[src/rtl/nv_nvdla_cmac_sc_rx_if.sv]
// sc2mac receive bundle: weight/data beats in, masked data and active weights out.
// Latency: none (wires only).
// Backpressure: none; the producer side never stalls, so there is no ready.
// NVDLA_CMAC_RX_STAT_EN adds the two beat counters to the bundle.
interface nv_nvdla_cmac_sc_rx_if #(
  parameter int ATOMC    = 8,
  parameter int BPE      = 8,
  parameter int ATOMK_HF = 4
) ();

  // upstream weight beat
  logic                         sc2mac_wt_pvld;
  logic [ATOMC-1:0]             sc2mac_wt_mask;
  logic [ATOMC*BPE-1:0]         sc2mac_wt_data;
  logic [ATOMK_HF-1:0]          sc2mac_wt_sel;

  // upstream data beat
  logic                         sc2mac_dat_pvld;
  logic [ATOMC-1:0]             sc2mac_dat_mask;
  logic [ATOMC*BPE-1:0]         sc2mac_dat_data;
  logic [8:0]                   sc2mac_dat_pd;

  // towards the MAC cells
  logic                         mac_dat_pvld;
  logic [ATOMC*BPE-1:0]         mac_dat_data;
  logic [8:0]                   mac_dat_pd;
  logic [ATOMK_HF*ATOMC*BPE-1:0] mac_wt_actv_data;
  logic [ATOMK_HF-1:0]          mac_wt_actv_vld;
  logic                         mac_layer_done;
  logic                         rx_sel_err;

`ifdef NVDLA_CMAC_RX_STAT_EN
  logic [15:0]                  rx_wt_beat_cnt;
  logic [15:0]                  rx_dat_beat_cnt;
`endif

  modport master (
    output sc2mac_wt_pvld, sc2mac_wt_mask, sc2mac_wt_data, sc2mac_wt_sel,
    output sc2mac_dat_pvld, sc2mac_dat_mask, sc2mac_dat_data, sc2mac_dat_pd,
    input  mac_dat_pvld, mac_dat_data, mac_dat_pd,
    input  mac_wt_actv_data, mac_wt_actv_vld, mac_layer_done, rx_sel_err
`ifdef NVDLA_CMAC_RX_STAT_EN
    , input rx_wt_beat_cnt, rx_dat_beat_cnt
`endif
  );

  modport slave (
    input  sc2mac_wt_pvld, sc2mac_wt_mask, sc2mac_wt_data, sc2mac_wt_sel,
    input  sc2mac_dat_pvld, sc2mac_dat_mask, sc2mac_dat_data, sc2mac_dat_pd,
    output mac_dat_pvld, mac_dat_data, mac_dat_pd,
    output mac_wt_actv_data, mac_wt_actv_vld, mac_layer_done, rx_sel_err
`ifdef NVDLA_CMAC_RX_STAT_EN
    , output rx_wt_beat_cnt, rx_dat_beat_cnt
`endif
  );

endinterface

[src/rtl/nv_nvdla_cmac_sc_rx.sv]
// CMAC sc2mac receiver: shadow/active weight double buffer plus masked data retime.
// Latency: 1 cycle from sc2mac beat to mac outputs; a stripe_st swap shows with its data.
// Backpressure: none; every pvld cycle is consumed.
// Optional beat counters under NVDLA_CMAC_RX_STAT_EN.
module nv_nvdla_cmac_sc_rx #(
  parameter int ATOMC    = 8,
  parameter int BPE      = 8,
  parameter int ATOMK_HF = 4
) (
  input logic                   nvdla_core_clk,
  input logic                   nvdla_core_rst,
  nv_nvdla_cmac_sc_rx_if.slave  rx
);

  localparam int CW = ATOMC * BPE;

  // zero every element whose mask bit is clear
  function automatic logic [CW-1:0] mask_elems(input logic [CW-1:0] d,
                                               input logic [ATOMC-1:0] m);
    logic [CW-1:0] r;
    r = '0;
    for (int k = 0; k < ATOMC; k++) begin
      if (m[k]) r[k*BPE +: BPE] = d[k*BPE +: BPE];
    end
    return r;
  endfunction

  logic                wt_sel_ok;
  logic [ATOMK_HF-1:0] wt_wr;
  logic                swap;
  logic [CW-1:0]       wt_masked;
  logic [CW-1:0]       dat_masked;

  logic [CW-1:0]       shadow [ATOMK_HF];
  logic [CW-1:0]       active [ATOMK_HF];
  logic [ATOMK_HF-1:0] shadow_vld;
  logic [ATOMK_HF-1:0] actv_vld;

  logic                dat_pvld_q;
  logic [CW-1:0]       dat_data_q;
  logic [8:0]          dat_pd_q;
  logic                layer_done_q;
  logic                sel_err_q;

  assign wt_sel_ok  = $onehot(rx.sc2mac_wt_sel);
  assign swap       = rx.sc2mac_dat_pvld & rx.sc2mac_dat_pd[6];
  assign wt_masked  = mask_elems(rx.sc2mac_wt_data, rx.sc2mac_wt_mask);
  assign dat_masked = mask_elems(rx.sc2mac_dat_data, rx.sc2mac_dat_mask);

  // per-cell write strobe; a malformed select writes nothing
  always_comb begin
    wt_wr = '0;
    if (rx.sc2mac_wt_pvld && wt_sel_ok) wt_wr = rx.sc2mac_wt_sel;
  end

  // shadow weight storage, loaded by weight beats
  always_ff @(posedge nvdla_core_clk) begin
    if (nvdla_core_rst) begin
      for (int i = 0; i < ATOMK_HF; i++) shadow[i] <= '0;
    end else begin
      for (int i = 0; i < ATOMK_HF; i++) begin
        if (wt_wr[i]) shadow[i] <= wt_masked;
      end
    end
  end

  // shadow valid: a same-cycle write survives the swap and belongs to the next stripe
  always_ff @(posedge nvdla_core_clk) begin
    if (nvdla_core_rst) shadow_vld <= '0;
    else if (swap)      shadow_vld <= wt_wr;
    else                shadow_vld <= shadow_vld | wt_wr;
  end

  // active weights take the pre-write shadow set on a stripe_st beat
  always_ff @(posedge nvdla_core_clk) begin
    if (nvdla_core_rst) begin
      for (int i = 0; i < ATOMK_HF; i++) active[i] <= '0;
      actv_vld <= '0;
    end else if (swap) begin
      for (int i = 0; i < ATOMK_HF; i++) active[i] <= shadow[i];
      actv_vld <= shadow_vld;
    end
  end

  // data retime: valid follows input, payload holds between beats
  always_ff @(posedge nvdla_core_clk) begin
    if (nvdla_core_rst) begin
      dat_pvld_q <= 1'b0;
      dat_data_q <= '0;
      dat_pd_q   <= '0;
    end else begin
      dat_pvld_q <= rx.sc2mac_dat_pvld;
      if (rx.sc2mac_dat_pvld) begin
        dat_data_q <= dat_masked;
        dat_pd_q   <= rx.sc2mac_dat_pd;
      end
    end
  end

  // layer-end pulse and sticky select error
  always_ff @(posedge nvdla_core_clk) begin
    if (nvdla_core_rst) begin
      layer_done_q <= 1'b0;
      sel_err_q    <= 1'b0;
    end else begin
      layer_done_q <= rx.sc2mac_dat_pvld & rx.sc2mac_dat_pd[8];
      if (rx.sc2mac_wt_pvld && !wt_sel_ok) sel_err_q <= 1'b1;
    end
  end

  assign rx.mac_dat_pvld    = dat_pvld_q;
  assign rx.mac_dat_data    = dat_data_q;
  assign rx.mac_dat_pd      = dat_pd_q;
  assign rx.mac_wt_actv_vld = actv_vld;
  assign rx.mac_layer_done  = layer_done_q;
  assign rx.rx_sel_err      = sel_err_q;

  for (genvar g = 0; g < ATOMK_HF; g++) begin : g_actv
    assign rx.mac_wt_actv_data[g*CW +: CW] = active[g];
  end

`ifdef NVDLA_CMAC_RX_STAT_EN
  logic        wt_acc;
  logic [15:0] wt_cnt;
  logic [15:0] dat_cnt;

  assign wt_acc = |wt_wr;

  // saturating beat counters; restart the cycle after a layer_done pulse, counting that cycle's beat
  always_ff @(posedge nvdla_core_clk) begin
    if (nvdla_core_rst) begin
      wt_cnt  <= '0;
      dat_cnt <= '0;
    end else if (layer_done_q) begin
      wt_cnt  <= {15'd0, wt_acc};
      dat_cnt <= {15'd0, rx.sc2mac_dat_pvld};
    end else begin
      if (wt_acc && wt_cnt != 16'hFFFF)                 wt_cnt  <= wt_cnt + 16'd1;
      if (rx.sc2mac_dat_pvld && dat_cnt != 16'hFFFF)    dat_cnt <= dat_cnt + 16'd1;
    end
  end

  assign rx.rx_wt_beat_cnt  = wt_cnt;
  assign rx.rx_dat_beat_cnt = dat_cnt;
`endif

endmodule

[src/flat_wrapper.sv]
// flat-port wrapper written by rule: the top's interface ports become plain ports
module nv_nvdla_cmac_sc_rx_flat 
#(
  parameter int ATOMC    = 8,
  parameter int BPE      = 8,
  parameter int ATOMK_HF = 4
)
  (nvdla_core_clk, nvdla_core_rst, rx_sc2mac_wt_pvld, rx_sc2mac_wt_mask, rx_sc2mac_wt_data, rx_sc2mac_wt_sel, rx_sc2mac_dat_pvld, rx_sc2mac_dat_mask, rx_sc2mac_dat_data, rx_sc2mac_dat_pd, rx_mac_dat_pvld, rx_mac_dat_data, rx_mac_dat_pd, rx_mac_wt_actv_data, rx_mac_wt_actv_vld, rx_mac_layer_done, rx_rx_sel_err);
  nv_nvdla_cmac_sc_rx_if #(.ATOMC(ATOMC), .BPE(BPE), .ATOMK_HF(ATOMK_HF)) rx_i ();
  input logic nvdla_core_clk;
  input logic nvdla_core_rst;
  input wire logic [$bits(rx_i.sc2mac_wt_pvld)-1:0] rx_sc2mac_wt_pvld;
  input wire logic [$bits(rx_i.sc2mac_wt_mask)-1:0] rx_sc2mac_wt_mask;
  input wire logic [$bits(rx_i.sc2mac_wt_data)-1:0] rx_sc2mac_wt_data;
  input wire logic [$bits(rx_i.sc2mac_wt_sel)-1:0] rx_sc2mac_wt_sel;
  input wire logic [$bits(rx_i.sc2mac_dat_pvld)-1:0] rx_sc2mac_dat_pvld;
  input wire logic [$bits(rx_i.sc2mac_dat_mask)-1:0] rx_sc2mac_dat_mask;
  input wire logic [$bits(rx_i.sc2mac_dat_data)-1:0] rx_sc2mac_dat_data;
  input wire logic [$bits(rx_i.sc2mac_dat_pd)-1:0] rx_sc2mac_dat_pd;
  output wire logic [$bits(rx_i.mac_dat_pvld)-1:0] rx_mac_dat_pvld;
  output wire logic [$bits(rx_i.mac_dat_data)-1:0] rx_mac_dat_data;
  output wire logic [$bits(rx_i.mac_dat_pd)-1:0] rx_mac_dat_pd;
  output wire logic [$bits(rx_i.mac_wt_actv_data)-1:0] rx_mac_wt_actv_data;
  output wire logic [$bits(rx_i.mac_wt_actv_vld)-1:0] rx_mac_wt_actv_vld;
  output wire logic [$bits(rx_i.mac_layer_done)-1:0] rx_mac_layer_done;
  output wire logic [$bits(rx_i.rx_sel_err)-1:0] rx_rx_sel_err;
  assign rx_i.sc2mac_wt_pvld = rx_sc2mac_wt_pvld;
  assign rx_i.sc2mac_wt_mask = rx_sc2mac_wt_mask;
  assign rx_i.sc2mac_wt_data = rx_sc2mac_wt_data;
  assign rx_i.sc2mac_wt_sel = rx_sc2mac_wt_sel;
  assign rx_i.sc2mac_dat_pvld = rx_sc2mac_dat_pvld;
  assign rx_i.sc2mac_dat_mask = rx_sc2mac_dat_mask;
  assign rx_i.sc2mac_dat_data = rx_sc2mac_dat_data;
  assign rx_i.sc2mac_dat_pd = rx_sc2mac_dat_pd;
  assign rx_mac_dat_pvld = rx_i.mac_dat_pvld;
  assign rx_mac_dat_data = rx_i.mac_dat_data;
  assign rx_mac_dat_pd = rx_i.mac_dat_pd;
  assign rx_mac_wt_actv_data = rx_i.mac_wt_actv_data;
  assign rx_mac_wt_actv_vld = rx_i.mac_wt_actv_vld;
  assign rx_mac_layer_done = rx_i.mac_layer_done;
  assign rx_rx_sel_err = rx_i.rx_sel_err;
  nv_nvdla_cmac_sc_rx #(.ATOMC(ATOMC), .BPE(BPE), .ATOMK_HF(ATOMK_HF)) u_core (.nvdla_core_clk(nvdla_core_clk), .nvdla_core_rst(nvdla_core_rst), .rx(rx_i));
endmodule
[config.mk]
export PLATFORM = sky130hd
export DESIGN_NAME = nv_nvdla_cmac_sc_rx_flat
export DESIGN_NICKNAME = d
export VERILOG_FILES = /design/src/rtl/nv_nvdla_cmac_sc_rx_if.sv /design/src/rtl/nv_nvdla_cmac_sc_rx.sv /design/src/flat_wrapper.sv
export SDC_FILE = /design/constraint.sdc
export NUM_CORES = 1
export LEC_CHECK = 0
export CAP_MARGIN = 20
export CORE_UTILIZATION = 46
export DETAILED_ROUTE_END_ITERATION = 7
export PLACE_DENSITY_LB_ADDON = 0.15
export SLEW_MARGIN = 15
export SYNTH_ARGS = -nofsm -noshare
export SYNTH_HDL_FRONTEND = slang
export SYNTH_SLANG_ARGS = --single-unit
[constraint.sdc]
create_clock -name nvdla_core_clk -period 6.55 [get_ports nvdla_core_clk]
set_input_delay 0.9825 -clock nvdla_core_clk [delete_from_list [all_inputs] [get_ports nvdla_core_clk]]
set_output_delay 0.9825 -clock nvdla_core_clk [all_outputs]
set_load 0.05 [all_outputs]
==> metrics.txt <==
cell at the slowest stage of the critical path=nand4bb_4; I/O Pins=497; PD cells=300 nW/um^2; portion of the clock cycle consumed by the worst path in the final layout=58.6%; most common cell in the netlist=edfxtp_1; Total Routing Usage GR=21.8%; Port Buffer Count=roughly 500; number of global-route vias before repair=roughly 14,000; Crit Path Category=input port to register; type of the tightest min-delay check=register to register; Filler Cells Inserted=~3,800; hold_ws=0.464 ns; number of remaining DRC errors=0; Critical Path, Cell by Cell=clkdlybuf4s50_1, ha_1, ha_1, fa_1, nand4bb_4, buf_12, nor3_1; most numerous cell on the critical path=ha_1; number of clock buffers inserted by TritonCTS=59; clock latency of the later-clocked register in the worst-skew pair=between 0.6 and 0.7 ns; HPWL Detailed=34.0 mm; # H-tree levels=2; share of the core filled with cells in the final layout=61.4%; nets in the synthesized netlist=1,703; number of standard-cell rows in the floorplan=81; max frequency=about 260 MHz; Total Negative Setup Slacks=0 ns; run status=completed; starting density of the core=46.6%; maximum number of pins on one net before global-route repair=approximately 260; global-route wire length before repair=82.3 mm; sum of internal, switching and leakage power=8.99 mW; number of nets with antenna violations after detailed routing=0; GRT Residual Overflow=0; register area share after synthesis=between 70% and 80%; CTS root buf=clkbuf_16; Unique masters post-synth=29; average wire length per cell after detail routing=20.6 um; number of synthesized flops with an enable pin=512; required time of the critical path=~7 ns; worst slack at placement=roughly 2.1 ns; Most used DFF post-synth=edfxtp_1; setup repair bufs after CTS=0; via density per instance=5.07; gp weighted congestion=0.825; cell area after technology mapping=22,800 um^2; Area growth syn-to-layout=31.8%; fraction of final layout cells sized beyond drive strength 1=around a tenth; number of storage elements in the synthesis netlist=just under 600; Total Wirelength=around 55 mm; yosys warns=0; max-slew violation count=0; clock sinks=596; Chip Height=around 220 um; number of antenna violations at the first check in global routing=1; Longest Clk Path Bufs=3; Post-synth top cells=edfxtp_1, and2_1, nor3_1, nor3_2, dfxtp_1; worst path setup slack after routing=2.71 ns; post-layout minimum cycle time=3.84 ns; first-pass iteration count of the detailed router=5; quantity of gates resized following cts=0; RSZ-0062 raised after global routing=no; Critical Path Source Type=input port; total number of vias=13,700; number of buffers inserted for hold repair after clock tree synthesis=0; Critical Path AT=4.27 ns; DRT iter0 DRCs=between 800 and 900; total area of multi-input combinational cells=5060 um^2; largest clock skew in the final design=0.00980 ns; Net count, final=2,144; area share of the largest cell type after synthesis=67.5%; TritonCTS clock tree=yes; leading post-synthesis cells by cell area=edfxtp_1, dfxtp_1, and2_1, nor3_2, nor3_1; Finish-stage setup viols=0; max-cap check violation count=0; area enclosed by the die boundary=50,400 um^2; Seq. cell area=about 17,000 um^2; clock-pin slew on the worst setup and hold paths=roughly 0.06 ns; type of destination of the critical path=register; Relative slew margins=20.5%; count of final hold-check violations=0; leak pwr=between 10 and 15 nW; transition at the pin with the smallest max-transition slack=1.19 ns; worst voltage drop across the vdd grid=195 uV; synthesized area divided by synthesized cell count=14.8 um^2; delay contributed by the slowest stage of the critical path=0.76 ns; x dimension of the die=224 um; library cell with the largest summed area after synthesis=edfxtp_1; largest driver fanout on the critical path=approximately 130; area of the core=roughly 50,000 um^2; post-synthesis async set-or-reset flop share=0%; number of instances in the synthesized netlist=approximately 1,500
==> power by group <==
part	internal (mW)	switching, mW
Clock	1.94	1.43
Sequential	4.40	0.0767
Combinational	0.349	0.802
==> area by class of cell <==
type	instances	share of cell area, %
antenna	1	0.00834
clock buffer	71	5.35
clock inverter	40	1.10
inverter	1	0.0250
multi-input combinational	815	16.8
sequential	596	56.8
tap	664	2.77
timing repair buffer	506	17.1
==> path summary, 6_finish.rpt <==
| path | slack, ns | startpoint | end | cells after the start |
|---|---|---|---|---|
| max | 2.71 | rx_sc2mac_wt_sel[1] | u_core.shadow[0][40] | 7 |
| min | 0.46 | u_core.rx.mac_dat_data[13] | u_core.rx.mac_dat_data[13] | 2 |
| min reg2reg | 0.46 | u_core.rx.mac_dat_data[13] | u_core.rx.mac_dat_data[13] | 2 |
| max reg2reg | 5.68 | u_core.rx.rx_sel_err | u_core.rx.rx_sel_err | 2 |
==> through the flow <==
step                      cell area [um^2]  cells
after global placement               28000   2580
after CTS                            30000   2692
after detailed placement             28000   2581
final                                30000   2694
after floorplan                      22800   1538
after global routing                 30000   2694
==> cells in the final DEF (no fill, tap or decap), drive strengths merged <==
cell	count
and3b	1
nor3	257
and2	257
a22o	4
fa	1
nand3	64
bufinv	5
mux2i	9
and4bb	1
diode	1
buf	12
inv	1
clkbuf	71
clkinvlp	7
nor2b	1
a21o	4
clkinv	28
nand2b	68
o2bb2ai	4
clkdlybuf4s50	494
edfxtp	512
nand2	64
dfxtp	84
a21oi	65
nor4b	1
nand4bb	1
ha	3
nor2	10
==> critical path: cells and delay by family <==
family	cells	cell delay, ns
adders and majority gates	3	0.97
and+or+nand+nor	2	1.05
buffers and inverters	2	1.15
==> state kept, by name, summed over array words and instances (netlist names) <==
register,flops
u_core.shadow_vld,4
u_core.rx.mac_wt_actv_vld,4
u_core.rx.mac_dat_pd,9
u_core.rx.mac_dat_data,64
u_core.shadow,256
u_core.rx.rx_sel_err,1
u_core.rx.mac_dat_pvld,1
u_core.rx.mac_layer_done,1
u_core.active,256
==> layer usage <==
layer / vias to the layer above / GRT usage, % / share of wire, %
met1: 6711 / 27.7 / 41
met2: 457 / 35.7 / 49
met4: 0 / 8.71 / 3.2
li1: 6399 / - / -
met3: 96 / 5.62 / 7.4
met5: - / 0 / 0
==> logic make-up (layout without fill, tap and decap cells) <==
family	count (synthesis)	in the layout	synth area share, %
adders and majority gates	4	4	0.253
DFF	596	596	74.9
other	0	1	0
buffers and inverters	127	618	3.24
AOI/OAI and AO/OA	77	77	1.88
muxes	9	9	0.396
and+or+nand+nor	725	725	19.3
(Power assumes the default switching activity.)
==> RTL change, RTL diff (config.mk and constraints unchanged) <==
`BPE` is set to 8 in 3 places; all go to 16.
--- a/src/rtl/nv_nvdla_cmac_sc_rx_if.sv
+++ b/src/rtl/nv_nvdla_cmac_sc_rx_if.sv
@@ -4,7 +4,7 @@
 // NVDLA_CMAC_RX_STAT_EN adds the two beat counters to the bundle.
 interface nv_nvdla_cmac_sc_rx_if #(
   parameter int ATOMC    = 8,
-  parameter int BPE      = 8,
+  parameter int BPE      = 16,
   parameter int ATOMK_HF = 4
 ) ();
 
--- a/src/rtl/nv_nvdla_cmac_sc_rx.sv
+++ b/src/rtl/nv_nvdla_cmac_sc_rx.sv
@@ -4,7 +4,7 @@
 // Optional beat counters under NVDLA_CMAC_RX_STAT_EN.
 module nv_nvdla_cmac_sc_rx #(
   parameter int ATOMC    = 8,
-  parameter int BPE      = 8,
+  parameter int BPE      = 16,
   parameter int ATOMK_HF = 4
 ) (
   input logic                   nvdla_core_clk,
--- a/src/flat_wrapper.sv
+++ b/src/flat_wrapper.sv
@@ -2,7 +2,7 @@
 module nv_nvdla_cmac_sc_rx_flat 
 #(
   parameter int ATOMC    = 8,
-  parameter int BPE      = 8,
+  parameter int BPE      = 16,
   parameter int ATOMK_HF = 4
 )
   (nvdla_core_clk, nvdla_core_rst, rx_sc2mac_wt_pvld, rx_sc2mac_wt_mask, rx_sc2mac_wt_data, rx_sc2mac_wt_sel, rx_sc2mac_dat_pvld, rx_sc2mac_dat_mask, rx_sc2mac_dat_data, rx_sc2mac_dat_pd, rx_mac_dat_pvld, rx_mac_dat_data, rx_mac_dat_pd, rx_mac_wt_actv_data, rx_mac_wt_actv_vld, rx_mac_layer_done, rx_rx_sel_err);
Ports: changed (resized rx_mac_dat_data, rx_mac_wt_actv_data, rx_sc2mac_dat_data and rx_sc2mac_wt_data); port bits go from 497 to 945. No check against the original RTL was run, so the function may have changed too.
==> RTL change against the unedited design <==
Worst hold slack got worse by 14 ps. Total power increased by 96%. Clock skew increased by 14 ps. Worst setup slack got worse by 610 ps. Sequential power increased by 98%. Largest power group unchanged. Routed wire length increased by 140%. Non-clock buffer count increased by 477. Synthesized area increased by 87%. Sequential cell count increased by 576. Critical path depth unchanged. Highest routed layer is now met5. Cell area increased by 90%.
==> RTL change: results <==
metrics = {
    "critical_path": {
        "r2r_setup_slack_ps": 5600,
        "crit_path_max_incr_delay_ps": 880,
        "timing.critical_path.fanout_max": 40,
    },
    "pwr": {
        "combinationalPowerShare_pct": 12.6,
        "power.net_switching_uw": 4560,
        "seq_power_share_pct": 50.4,
        "comb-power_uw": 2210,
    },
    "run_status": {
        "run_status": "finished clean",
    },
    "logic_synthesis": {
        "synth_cell_type_count": 27,
        "synth.top_cells.by_area": "sky130_fd_sc_hd__edfxtp_1 72%, sky130_fd_sc_hd__and2_1 7.5%, sky130_fd_sc_hd__dfxtp_1 6.9%, sky130_fd_sc_hd__nor3_1 6.0%, sky130_fd_sc_hd__a22o_1 2.7%",
        "proportion_of_synthesized_chip_area_in_sequential_cells_pct": 79.0,
        "syn_nets": 3023,
        "netlist_instances": 2730,
        "synth-adder-area-share_pct": 0.135,
        "synth.area.mux_share_pct": 0.188,
    },
    "hold_path": {
        "min_delay_path_depth": 1,
        "min_delay_worst_endpoint": "u_core.rx.mac_dat_pd[6]",
    },
    "timing": {
        "timing.hold.ws_ps": 451,
        "worst_slew_pin_slew_ps": 1140,
        "finalClockSkew_ps": 23.9,
    },
    "cells_and_area": {
        "layout.cells.non_filler": 4996,
        "drive_gt1_share_pct": 6.13,
    },
    "global_route": {
        "first_pass_grt_wire_length_mm": 189,
        "via_count_of_the_first_global_routing_pass": 26713,
        "gr-usage-all-layers_pct": 28.1,
    },
    "clock_network": {
        "clock_insertion_delay_worst_skew_ps": 690,
        "cts_htree_levels": 3,
    },
    "placed_design": {
        "gp_congestion": 0.971,
        "place.port_buffers": 944,
        "placedCellCount": 4734,
        "place_area_mm2": 0.0531,
    },
    "routing": {
        "avgViaCountPerCell": 5.31,
    },
}
RTL change: cell types whose count changed after synthesis, sizes merged, moves of 50 or more:
cell	change
nand2	+64
a22o	+128
nand2b	-64
nand3	-64
clkbuf	+50
a21oi	-64
dfxtp	+64
and2	+256
nor3	+256
edfxtp	+512
RTL change: cell families (layout without fill, tap and decap cells):
family          Yosys count  count (layout)
flops                  1172            1172
fa+ha+maj                 4               4
simple gates           1181            1181
compound gates          142             142
buf+inv                 223            1199
other cells               0              47
mux                       8               8
RTL change: per-layer routing:
layer | GRT usage (%) | vias up | share of wire [%]
li1 | - | 11814 | -
met1 | 30.6 | 13219 | 34
met2 | 48.4 | 1161 | 52
met3 | 5.84 | 318 | 6.6
met4 | 21.3 | 2 | 7.3
met5 | 0 | - | 0.0096
RTL change: how the worst max path moves through the flow:
stage	depth (start not counted)	start	to	slack (ps)
6_report	7	rx_sc2mac_wt_sel[2]	u_core.shadow[3][89]	2100
3_3_place_gp	7	rx_sc2mac_wt_sel[3]	u_core.shadow[3][88]	1520
2_1_floorplan	4	rx_sc2mac_dat_pvld	u_core.active[0][0]	-3080
5_1_grt	7	rx_sc2mac_wt_sel[2]	u_core.shadow[3][89]	1990
4_1_cts	7	rx_sc2mac_wt_sel[2]	u_core.shadow[3][90]	2130
3_5_place_dp	7	rx_sc2mac_wt_sel[1]	u_core.shadow[3][107]	1440
RTL change: area by class of cell:
class | count | area (µm²) | share of cell area (%)
Sequential cell | 1172 | 33700 | 59.2
Antenna cell | 47 | 118 | 0.207
Tap cell | 1243 | 1560 | 2.73
Multi-Input combinational cell | 1335 | 7910 | 13.9
Timing Repair Buffer | 983 | 9890 | 17.4
Clock inverter | 59 | 500 | 0.879
Inverter | 1 | 7.51 | 0.0132
Clock buffer | 156 | 3220 | 5.66
